[src/rtl/cd_csr_host.sv]
// Stream-to-CSR bridge for one CDBUS slave port: polls INT_FLAG, drains RX frames
// onto a byte stream and copies TX stream frames into the TX page.
module cd_csr_host #(
  parameter logic [4:0] REG_INT_FLAG = 5'h10,
  parameter logic [4:0] REG_INT_MASK = 5'h11,
  parameter logic [4:0] REG_RX       = 5'h14,
  parameter logic [4:0] REG_TX       = 5'h15,
  parameter logic [4:0] REG_RX_CTRL  = 5'h16,
  parameter logic [4:0] REG_TX_CTRL  = 5'h17,
  parameter logic [7:0] INT_MASK_VAL = 8'h0a,
  parameter int         BIT_RX_PEND  = 1,
  parameter int         BIT_TX_FREE  = 5,
  parameter logic [7:0] RX_CLR_VAL   = 8'h02,
  parameter logic [7:0] TX_START_VAL = 8'h02,
  parameter logic [7:0] TX_DROP_VAL  = 8'h04,
  parameter int         POLL_DIV     = 255
) (
  input  logic       clk,
  input  logic       reset_n,
  input  logic       irq,
  output logic [4:0] csr_address,
  output logic       csr_read,
  input  logic [7:0] csr_readdata,
  output logic       csr_write,
  output logic [7:0] csr_writedata,
  input  logic [7:0] tx_data,
  input  logic       tx_valid,
  input  logic       tx_last,
  output logic       tx_ready,
  output logic [7:0] rx_data,
  output logic       rx_valid,
  output logic       rx_last,
  input  logic       rx_ready,
  output logic       tx_ovf,
  output logic       busy
);

  typedef enum logic [3:0] {
    ST_INIT, ST_IDLE, ST_POLL, ST_POLL_WAIT,
    ST_RX_STB, ST_RX_SMP, ST_RX_HOLD, ST_RX_CLR,
    ST_TX_WR, ST_TX_END
  } state_t;

  localparam logic [15:0] POLL_RELOAD = 16'(POLL_DIV);
  localparam logic [7:0]  RX_LEN_MAX  = 8'd253;

  state_t      state_q, state_d;
  logic [15:0] poll_cnt_q, poll_cnt_d;
  logic [8:0]  rx_cnt_q, rx_cnt_d;
  logic [7:0]  rx_len_q, rx_len_d;
  logic [8:0]  tx_cnt_q, tx_cnt_d;
  logic        tx_drop_q, tx_drop_d;
  logic        csr_read_q, csr_read_d;
  logic        csr_write_q, csr_write_d;
  logic [4:0]  csr_address_q, csr_address_d;
  logic [7:0]  csr_writedata_q, csr_writedata_d;
  logic [7:0]  rx_data_q, rx_data_d;
  logic        rx_valid_q, rx_valid_d;
  logic        rx_last_q, rx_last_d;
  logic        tx_ovf_q, tx_ovf_d;
  logic        busy_q, busy_d;

  logic       poll_hit;
  logic       flag_rx;
  logic       flag_tx;
  logic       tx_accept;
  logic [7:0] rx_len_clamp;

  // A TX byte is only taken when the previous byte's write has already left the bus.
  assign tx_ready     = (state_q == ST_TX_WR) && !csr_write_q;
  assign tx_accept    = tx_ready && tx_valid;
  assign poll_hit     = irq || (poll_cnt_q == 16'd0);
  assign flag_rx      = csr_readdata[BIT_RX_PEND];
  assign flag_tx      = csr_readdata[BIT_TX_FREE] && tx_valid;
  assign rx_len_clamp = (csr_readdata > RX_LEN_MAX) ? RX_LEN_MAX : csr_readdata;

  always_ff @(posedge clk or negedge reset_n) begin
    if (!reset_n) begin
      state_q <= ST_INIT;
    end else begin
      state_q <= state_d;
    end
  end

  always_comb begin
    state_d = state_q;
    case (state_q)
      ST_INIT:      state_d = ST_IDLE;
      ST_IDLE:      if (poll_hit) state_d = ST_POLL;
      ST_POLL:      state_d = ST_POLL_WAIT;
      ST_POLL_WAIT: begin
        if (flag_rx)      state_d = ST_RX_STB;
        else if (flag_tx) state_d = ST_TX_WR;
        else              state_d = ST_IDLE;
      end
      ST_RX_STB:    state_d = ST_RX_SMP;
      ST_RX_SMP:    state_d = ST_RX_HOLD;
      ST_RX_HOLD:   if (rx_ready) state_d = rx_last_q ? ST_RX_CLR : ST_RX_STB;
      ST_RX_CLR:    state_d = ST_IDLE;
      ST_TX_WR:     if (tx_accept && tx_last) state_d = ST_TX_END;
      ST_TX_END:    state_d = ST_IDLE;
      default:      state_d = ST_INIT;
    endcase
  end

  always_comb begin
    poll_cnt_d      = poll_cnt_q;
    rx_cnt_d        = rx_cnt_q;
    rx_len_d        = rx_len_q;
    tx_cnt_d        = tx_cnt_q;
    tx_drop_d       = tx_drop_q;
    csr_read_d      = 1'b0;
    csr_write_d     = 1'b0;
    csr_address_d   = csr_address_q;
    csr_writedata_d = csr_writedata_q;
    rx_data_d       = rx_data_q;
    rx_valid_d      = rx_valid_q;
    rx_last_d       = rx_last_q;
    tx_ovf_d        = 1'b0;
    busy_d          = (state_d != ST_IDLE);
    case (state_q)
      ST_INIT: begin
        csr_write_d     = 1'b1;
        csr_address_d   = REG_INT_MASK;
        csr_writedata_d = INT_MASK_VAL;
        poll_cnt_d      = POLL_RELOAD;
      end
      ST_IDLE: begin
        if (poll_hit) begin
          csr_read_d    = 1'b1;
          csr_address_d = REG_INT_FLAG;
          poll_cnt_d    = POLL_RELOAD;
        end else begin
          poll_cnt_d = poll_cnt_q - 16'd1;
        end
      end
      ST_POLL_WAIT: begin
        if (flag_rx) begin
          csr_read_d    = 1'b1;
          csr_address_d = REG_RX;
          rx_cnt_d      = 9'd0;
          rx_len_d      = 8'd0;
        end else if (flag_tx) begin
          tx_cnt_d  = 9'd0;
          tx_drop_d = 1'b0;
        end
      end
      ST_RX_SMP: begin
        // Byte 2 carries the payload length; the last byte index is 2+L.
        rx_data_d  = csr_readdata;
        rx_valid_d = 1'b1;
        if (rx_cnt_q == 9'd2) begin
          rx_len_d  = rx_len_clamp;
          rx_last_d = (rx_len_clamp == 8'd0);
        end else if (rx_cnt_q > 9'd2) begin
          rx_last_d = (rx_cnt_q == ({1'b0, rx_len_q} + 9'd2));
        end else begin
          rx_last_d = 1'b0;
        end
      end
      ST_RX_HOLD: begin
        if (rx_ready) begin
          rx_valid_d = 1'b0;
          rx_last_d  = 1'b0;
          rx_cnt_d   = rx_cnt_q + 9'd1;
          if (!rx_last_q) begin
            csr_read_d    = 1'b1;
            csr_address_d = REG_RX;
          end
        end
      end
      ST_RX_CLR: begin
        csr_write_d     = 1'b1;
        csr_address_d   = REG_RX_CTRL;
        csr_writedata_d = RX_CLR_VAL;
      end
      ST_TX_WR: begin
        if (tx_accept) begin
          // Only the first 256 bytes fit in the page; the rest are swallowed.
          if (!tx_cnt_q[8]) begin
            csr_write_d     = 1'b1;
            csr_address_d   = REG_TX;
            csr_writedata_d = tx_data;
          end
          tx_cnt_d = (tx_cnt_q == 9'h1ff) ? tx_cnt_q : tx_cnt_q + 9'd1;
          if (tx_last) tx_drop_d = tx_cnt_q[8];
        end
      end
      ST_TX_END: begin
        csr_write_d     = 1'b1;
        csr_address_d   = REG_TX_CTRL;
        csr_writedata_d = tx_drop_q ? TX_DROP_VAL : TX_START_VAL;
        tx_ovf_d        = tx_drop_q;
      end
      default: ;
    endcase
  end

  always_ff @(posedge clk or negedge reset_n) begin
    if (!reset_n) begin
      poll_cnt_q      <= 16'd0;
      rx_cnt_q        <= 9'd0;
      rx_len_q        <= 8'd0;
      tx_cnt_q        <= 9'd0;
      tx_drop_q       <= 1'b0;
      csr_read_q      <= 1'b0;
      csr_write_q     <= 1'b0;
      csr_address_q   <= 5'd0;
      csr_writedata_q <= 8'd0;
      rx_data_q       <= 8'd0;
      rx_valid_q      <= 1'b0;
      rx_last_q       <= 1'b0;
      tx_ovf_q        <= 1'b0;
      busy_q          <= 1'b0;
    end else begin
      poll_cnt_q      <= poll_cnt_d;
      rx_cnt_q        <= rx_cnt_d;
      rx_len_q        <= rx_len_d;
      tx_cnt_q        <= tx_cnt_d;
      tx_drop_q       <= tx_drop_d;
      csr_read_q      <= csr_read_d;
      csr_write_q     <= csr_write_d;
      csr_address_q   <= csr_address_d;
      csr_writedata_q <= csr_writedata_d;
      rx_data_q       <= rx_data_d;
      rx_valid_q      <= rx_valid_d;
      rx_last_q       <= rx_last_d;
      tx_ovf_q        <= tx_ovf_d;
      busy_q          <= busy_d;
    end
  end

  assign csr_read      = csr_read_q;
  assign csr_write     = csr_write_q;
  assign csr_address   = csr_address_q;
  assign csr_writedata = csr_writedata_q;
  assign rx_data       = rx_data_q;
  assign rx_valid      = rx_valid_q;
  assign rx_last       = rx_last_q;
  assign tx_ovf        = tx_ovf_q;
  assign busy          = busy_q;

endmodule
[config.mk]
export PLATFORM = sky130hd
export DESIGN_NAME = cd_csr_host
export DESIGN_NICKNAME = d
export VERILOG_FILES = /design/src/rtl/cd_csr_host.sv
export SDC_FILE = /design/constraint.sdc
export NUM_CORES = 1
export LEC_CHECK = 0
export CAP_MARGIN = 5
export CORE_MARGIN = 2
export CORE_UTILIZATION = 35
export DETAILED_ROUTE_END_ITERATION = 12
export GPL_TIMING_DRIVEN = 0
export SETUP_SLACK_MARGIN = 0.02
export SYNTH_ARGS = -nofsm -noshare
export SYNTH_HDL_FRONTEND = slang
export SYNTH_SLANG_ARGS = --single-unit
[constraint.sdc]
create_clock -name clk -period 4.3 [get_ports clk]
set_clock_uncertainty 0.1 [all_clocks]
set_input_delay 0.86 -clock clk [delete_from_list [all_inputs] [get_ports clk]]
set_output_delay 0.86 -clock clk [all_outputs]
set_load 0.02 [all_outputs]
==> impl_metrics.json, run 1 <==
{
  "critPathCaptureType": "output port",
  "start_util": 0.358,
  "maxCapViolations": 0,
  "fin_crit_sh": 0.766,
  "period_needed_ns": 3.30,
  "cts_tree": "built",
  "antenna_found_initial": 0,
  "fillCellCount": 1094,
  "cp.required_ns": 3.34,
  "syn_avg_cell_area_um2": 8.94,
  "grt_pass1_vias": 3356,
  "status": "complete, no violations",
  "die_w_um": 109,
  "grt_start_max_net_pins": 65,
  "io_buffer_count": 48,
  "hold_path_class": "input pin to asynchronous set/reset pin",
  "synthArstFlopShare": 1.00,
  "ys_warn_count": 0,
  "p_int_mw": 1.66,
  "leakage_nw": 2.01,
  "p_per_area_mw_per_mm2": 559,
  "seq_power_share": 0.380,
  "vias_per_cell": 5.30,
  "cpPeakStageDelay_ns": 0.78,
  "synth_cells": 432,
  "ys_types": 56,
  "die_y_um": 109,
  "cts_root_buf": "clkbuf_8",
  "cp_max_fo": 9,
  "clock-sinks": 73,
  "hold_viol_final": 0,
  "synthFlopType": "dfrtp_1",
  "totalWireLength_mm": 9.53,
  "rsz0062_at_grt": "false",
  "areaGrowthSynthToFinish_pct": 23.9,
  "place_congestion": 0.850,
  "grt_use_total": 0.174,
  "dpl.cell_count": 621,
  "worst_pin_slew_ns": 0.932,
  "max_freq_mhz": 303,
  "comb_power_share": 0.372,
  "final_core_utilization": 0.443,
  "synth_edf_count": 0,
  "drive_gt1_frac": 0.0644,
  "irDropWorstVdd_mv": 0.238,
  "dpl.hpwl_mm": 6.84,
  "syn_nets": 460,
  "diodes": 0,
  "grt_pass1_wl_mm": 16.3,
  "crit_type": "flop to output port",
  "cts_made_buffers": 9,
  "ant_nets": 0,
  "layout.nets": 520,
  "swShare": 0.379,
  "setup_violations": 0,
  "seq_area_frac_synth": 0.473,
  "ys_ff_latch": 73,
  "vias": 3376,
  "clock_latency_ns": 0.35,
  "post_cts_buffers": 0,
  "die-area_mm2": 0.0119,
  "grt_overflow": 0,
  "core_area_mm2": 0.0108,
  "crit_buf_inv": 1,
  "wire_per_inst_um": 15.0,
  "postCtsHoldBufs": 0,
  "crit_family": "simple AND/OR/NAND/NOR gates",
  "clkPwrFrac": 0.247,
  "timing.slew.headroom": 0.374,
  "ios": 50,
  "firstDrtPassIters": 4,
  "num_rows": 38,
  "totalPowerFinal_mw": 2.68,
  "critPathLaunchType": "flop",
  "drc": 0,
  "cp_cell_sequence": "or4b_2 -> nor2_1 -> clkdlybuf4s50_1",
  "ctsResizeCount": 0,
  "cp.arrival_ns": 2.34,
  "cts.path.max_buffers": 2,
  "power.switching_mw": 1.01,
  "synth_area_mm2": 0.00386,
  "drtIter0Drc": 190,
  "slew_violations": 0,
  "final_cells": 637,
  "cpMaxStageDelayCell": "or4b_2",
  "cts_max_level": 3,
  "path_clk_slew_ns": 0.09
}
-- layout by cell type, fill, tap and decap left out, types with 5 or more instances in the layout --
cell / netlist / layout
dfrtp_1: 73 / 73
xor2_1: 13 / 13
inv_1: 12 / 12
nor2b_1: 5 / 5
nand4_1: 9 / 9
ha_1: 6 / 6
clkbuf_1: 15 / 16
xnor2_1: 11 / 11
nand2_1: 78 / 78
a21oi_1: 10 / 10
nor4_1: 8 / 8
nor3_1: 9 / 9
o31ai_1: 8 / 8
clkdlybuf4s50_1: 0 / 47
o21ai_0: 43 / 43
a31oi_1: 6 / 6
nand3_1: 12 / 12
nor2_1: 35 / 35
clkbuf_8: 0 / 9
nand2b_1: 5 / 5
-- worst reg2reg max path, stage by stage, from the launching register on --
cell and delay (ns):
dfrtp_1 0.41, inv_1 0.09, ha_1 0.21, nor4b_1 0.44, and4_1 0.36, or2_2 0.13, buf_2 0.15, buf_2 0.24
o21ai_0 0.12, o21ai_0 0.19
-- cell families (layout without fill, tap and decap cells) --
family,count (synthesis),count (layout),synth area share
AOI/OAI and AO/OA,98,98,0.161
xor gates and xnor gates,24,24,0.0544
adders and majority gates,6,6,0.0194
buffers and inverters,31,96,0.0321
DFF,73,73,0.473
other,1,1,0.000971
and+or+nand+nor,199,199,0.259
-- Yosys cell counts (4+ instances only) --
cell | count | area [µm²]
nand2_1 | 78 | 293
dfrtp_1 | 73 | 1830
o21ai_0 | 43 | 215
nor2_1 | 35 | 131
clkbuf_1 | 15 | 56.3
xor2_1 | 13 | 114
inv_1 | 12 | 45.0
nand3_1 | 12 | 60.1
xnor2_1 | 11 | 96.3
a21oi_1 | 10 | 50.1
nand4_1 | 9 | 56.3
nor3_1 | 9 | 45.0
nor4_1 | 8 | 50.1
o31ai_1 | 8 | 60.1
a31oi_1 | 6 | 37.5
ha_1 | 6 | 75.1
nand2b_1 | 5 | 31.3
nor2b_1 | 5 | 31.3
a21o_1 | 4 | 30.0
a22o_1 | 4 | 35.0
and2_1 | 4 | 25.0
and3b_1 | 4 | 35.0
and4_1 | 4 | 35.0
o41ai_1 | 4 | 35.0
or2_2 | 4 | 25.0
or3_1 | 4 | 25.0
-- per-stage QoR --
stage | area, µm² | setup WS (ns) | hold WS [ns] | setup TNS [ns]
5_1_grt | 4790 | 0.893 | 0.223 | 0
6_report | 4790 | 1.00 | 0.236 | 0
3_3_place_gp | 4520 | -0.376 | 0.361 | -27.03
4_1_cts | 4790 | 0.971 | 0.222 | 0
2_1_floorplan | 3860 | 1.88 | 0.352 | 0
3_5_place_dp | 4540 | 1.27 | 0.364 | 0
-- metal layers --
layer  GRT usage  up-vias  share of wire
met5           0        -              0
met4      0.0495        0         0.0055
met3      0.0365        4          0.033
met2       0.294       67           0.49
met1       0.223     1657           0.47
li1            -     1648              -
-- sequential cells by signal, summed over array words and instances (netlist names) --
register / flops
busy: 1
csr_address: 4
csr_read: 1
csr_write: 1
csr_writedata: 8
poll_cnt_q: 16
rx_cnt_q: 9
rx_data: 8
rx_last: 1
rx_len_q: 8
rx_valid: 1
state_q: 4
tx_cnt_q: 9
tx_drop_q: 1
tx_ovf: 1
-- path summary, 6_finish.rpt --
check / from / endpoint / slack (ns) / cells after the start
worst min-delay path: reset_n / rx_data[4] / 0.24 / 1
worst max-delay path: state_q[2] / tx_ready / 1.00 / 3
worst max register to register: poll_cnt_q[1] / poll_cnt_q[5] / 1.77 / 9
max in group asynchronous: reset_n / csr_writedata[4] / 3.29 / 2
min in group clk: rx_data[4] / rx_data[4] / 0.38 / 2
worst min register to register: rx_data[4] / rx_data[4] / 0.38 / 2
-- power groups by stage --
stage | Sequential (mW) | Combinational (mW) | Clock, mW
after global placement | 1.03 | 0.984 | 0
after CTS | 1.02 | 1.01 | 0.682
final | 1.02 | 0.996 | 0.662
after detailed placement | 1.03 | 1.00 | 0
after floorplan | 1.09 | 0.552 | 0
after global routing | 1.05 | 1.12 | 0.707
-- cell type report --
type                            instances  area [µm²]  share of cell area
Multi-Input combinational cell        328        1910               0.399
Sequential cell                        73        1830               0.382
Timing Repair Buffer                   49         505               0.106
Tap cell                              140         175              0.0366
Clock buffer                           10         128              0.0267
Clock inverter                          6         115              0.0241
Buffer                                 19        78.8              0.0165
Inverter                               12        45.0             0.00941
Note: power is estimated with default switching activity, not from simulation.
==> run 2: changes to the inputs <==
==> constraint.sdc (replaced) <==
create_clock -name clk -period 3.2 [get_ports clk]
set_clock_uncertainty 0.1 [all_clocks]
set_input_delay 0.64 -clock clk [delete_from_list [all_inputs] [get_ports clk]]
set_output_delay 0.64 -clock clk [all_outputs]
set_load 0.02 [all_outputs]
==> run 2 against run 1 <==
Against the previous run:
- global-route usage unchanged
- critical path depth did not move
- via count fell by 0.56%
- worst setup slack lost 0.50 ns
- clock-buffer cell count is the same
- routed wire length fell by 0.14%
- register-to-register slack got worse by 1.1 ns
- core utilization hardly changed
- sequential share of layout area is essentially flat
- critical path type unchanged
- critical endpoint unchanged
- highest routed layer unchanged
==> impl_metrics.json, run 2 (synthesis results as in run 1) <==
{
  "wire_per_inst_um": 14.9,
  "cts_made_buffers": 9,
  "cp.required_ns": 2.46,
  "num_rows": 38,
  "drc": 0,
  "vias_per_cell": 5.27,
  "worst_pin_slew_ns": 0.930,
  "regToRegSetupSlack_ns": 0.67,
  "path_clk_slew_ns": 0.09,
  "core_area_mm2": 0.0108,
  "rsz0062_at_grt": "false",
  "place_congestion": 0.850,
  "holdWs_ns": 0.0155,
  "power.switching_mw": 1.36,
  "areaGrowthSynthToFinish_pct": 24.0,
  "cts_max_level": 3,
  "grt_use_total": 0.174,
  "crit_type": "flop to output port",
  "setup_tns_ns": 0,
  "vias": 3357,
  "clock-sinks": 73,
  "grt_overflow": 0,
  "leakage_nw": 2.03,
  "cts.path.max_buffers": 2,
  "ff2ff_path_depth": 9,
  "p_per_area_mw_per_mm2": 750,
  "swShare": 0.378,
  "seq_power_share": 0.381,
  "slew_violations": 0,
  "drtIter0Drc": 188,
  "grt_start_max_net_pins": 65,
  "clock_latency_ns": 0.35,
  "die_y_um": 109,
  "cts_root_buf": "clkbuf_8",
  "status": "complete, no violations",
  "hold_path_class": "input pin to asynchronous set/reset pin",
  "critPathCaptureType": "output port",
  "dpl.cell_count": 621,
  "grt_pass1_vias": 3356,
  "final_cells": 637,
  "grt_pass1_wl_mm": 16.3,
  "max_freq_mhz": 371,
  "diodes": 0,
  "irDropWorstVdd_mv": 0.320,
  "comb_power_share": 0.372,
  "rr_endpoint": "poll_cnt_q[5]",
  "antenna_found_initial": 0,
  "largest_register_ffs": 16,
  "totalWireLength_mm": 9.51,
  "die_w_um": 109,
  "ios": 50,
  "firstDrtPassIters": 4,
  "setup_violations": 0,
  "io_buffer_count": 48,
  "ant_nets": 0,
  "critPathLaunchType": "flop",
  "p_int_mw": 2.23,
  "cp_max_fo": 9,
  "maxCapViolations": 0,
  "final_common_cell": "nand2_1",
  "clkPwrFrac": 0.247,
  "timing.slew.headroom": 0.375,
  "drive_gt1_frac": 0.0644,
  "die-area_mm2": 0.0119,
  "cts_tree": "built",
  "start_util": 0.358,
  "final_cell_mix": "78 x nand2_1, 73 x dfrtp_1, 46 x clkdlybuf4s50_1, 43 x o21ai_0, 35 x nor2_1",
  "cp.arrival_ns": 1.96,
  "ctsResizeCount": 0,
  "post_cts_buffers": 0,
  "rr_startpoint": "poll_cnt_q[1]",
  "fin_crit_sh": 0.843,
  "postCtsHoldBufs": 0,
  "largestRegisters": "poll_cnt_q (16), rx_cnt_q (9), tx_cnt_q (9)",
  "layout.nets": 520,
  "dpl.hpwl_mm": 6.84,
  "top_register": "poll_cnt_q",
  "period_needed_ns": 2.70,
  "hold_viol_final": 0
}
## run 2: cell count changes in the layout (fill, tap and decap cells not counted), sizes merged
cell	change
dlymetal6s2s	+1
clkdlybuf4s50	-1
## run 2: worst max path at each step
stage / start / endpoint / slack, ns / cells after the start
after floorplan: state_q[2] / tx_ready / 1.00 / 2
after global placement: reset_n / csr_writedata[6] / -1.26 / 1
after detailed placement: csr_readdata[1] / busy / 0.39 / 4
after CTS: state_q[2] / tx_ready / 0.09 / 3
after global routing: poll_cnt_q[1] / poll_cnt_q[5] / 0.33 / 9
final: state_q[2] / tx_ready / 0.50 / 3
## run 2: per-layer routing
layer / share of wire / vias to the layer above / GRT usage
met5: 0 / - / 0
met4: 0.0079 / 0 / 0.0495
met3: 0.034 / 7 / 0.0365
met2: 0.49 / 60 / 0.294
met1: 0.47 / 1642 / 0.223
li1: - / 1648 / -
## run 2: cell type report
class | count | area [µm²]
Clock inverter | 6 | 115
Clock buffer | 10 | 128
Sequential cell | 73 | 1830
Inverter | 12 | 45.0
Fill cell | 1095 | 6000
Multi-Input combinational cell | 328 | 1910
Tap cell | 140 | 175
Buffer | 19 | 78.8
Timing Repair Buffer | 49 | 508
## run 2: stage by stage
stage | instance area (µm²) | power (mW) | utilization | setup slack, ns
after floorplan | 3860 | 2.20 | - | 1.00
after global placement | 4520 | 2.70 | 0.419 | -1.26
after detailed placement | 4540 | 2.74 | 0.421 | 0.386
after CTS | 4790 | 3.64 | 0.443 | 0.0908
after global routing | 4790 | 3.87 | 0.444 | 0.332
final | 4790 | 3.59 | 0.444 | 0.501
## run 2: critical path, stage by stage, from the launching register on
cell and delay, ns:
dfrtp_1 0.47, or4b_2 0.79, nor2_1 0.12, dlymetal6s2s_1 0.24
## run 2: power groups by stage
stage / Clock [mW] / Combinational, mW / Sequential, mW
2_1_floorplan: 0 / 0.742 / 1.46
3_3_place_gp: 0 / 1.32 / 1.38
3_5_place_dp: 0 / 1.35 / 1.39
4_1_cts: 0.917 / 1.36 / 1.37
5_1_grt: 0.951 / 1.50 / 1.41
6_report: 0.888 / 1.34 / 1.37
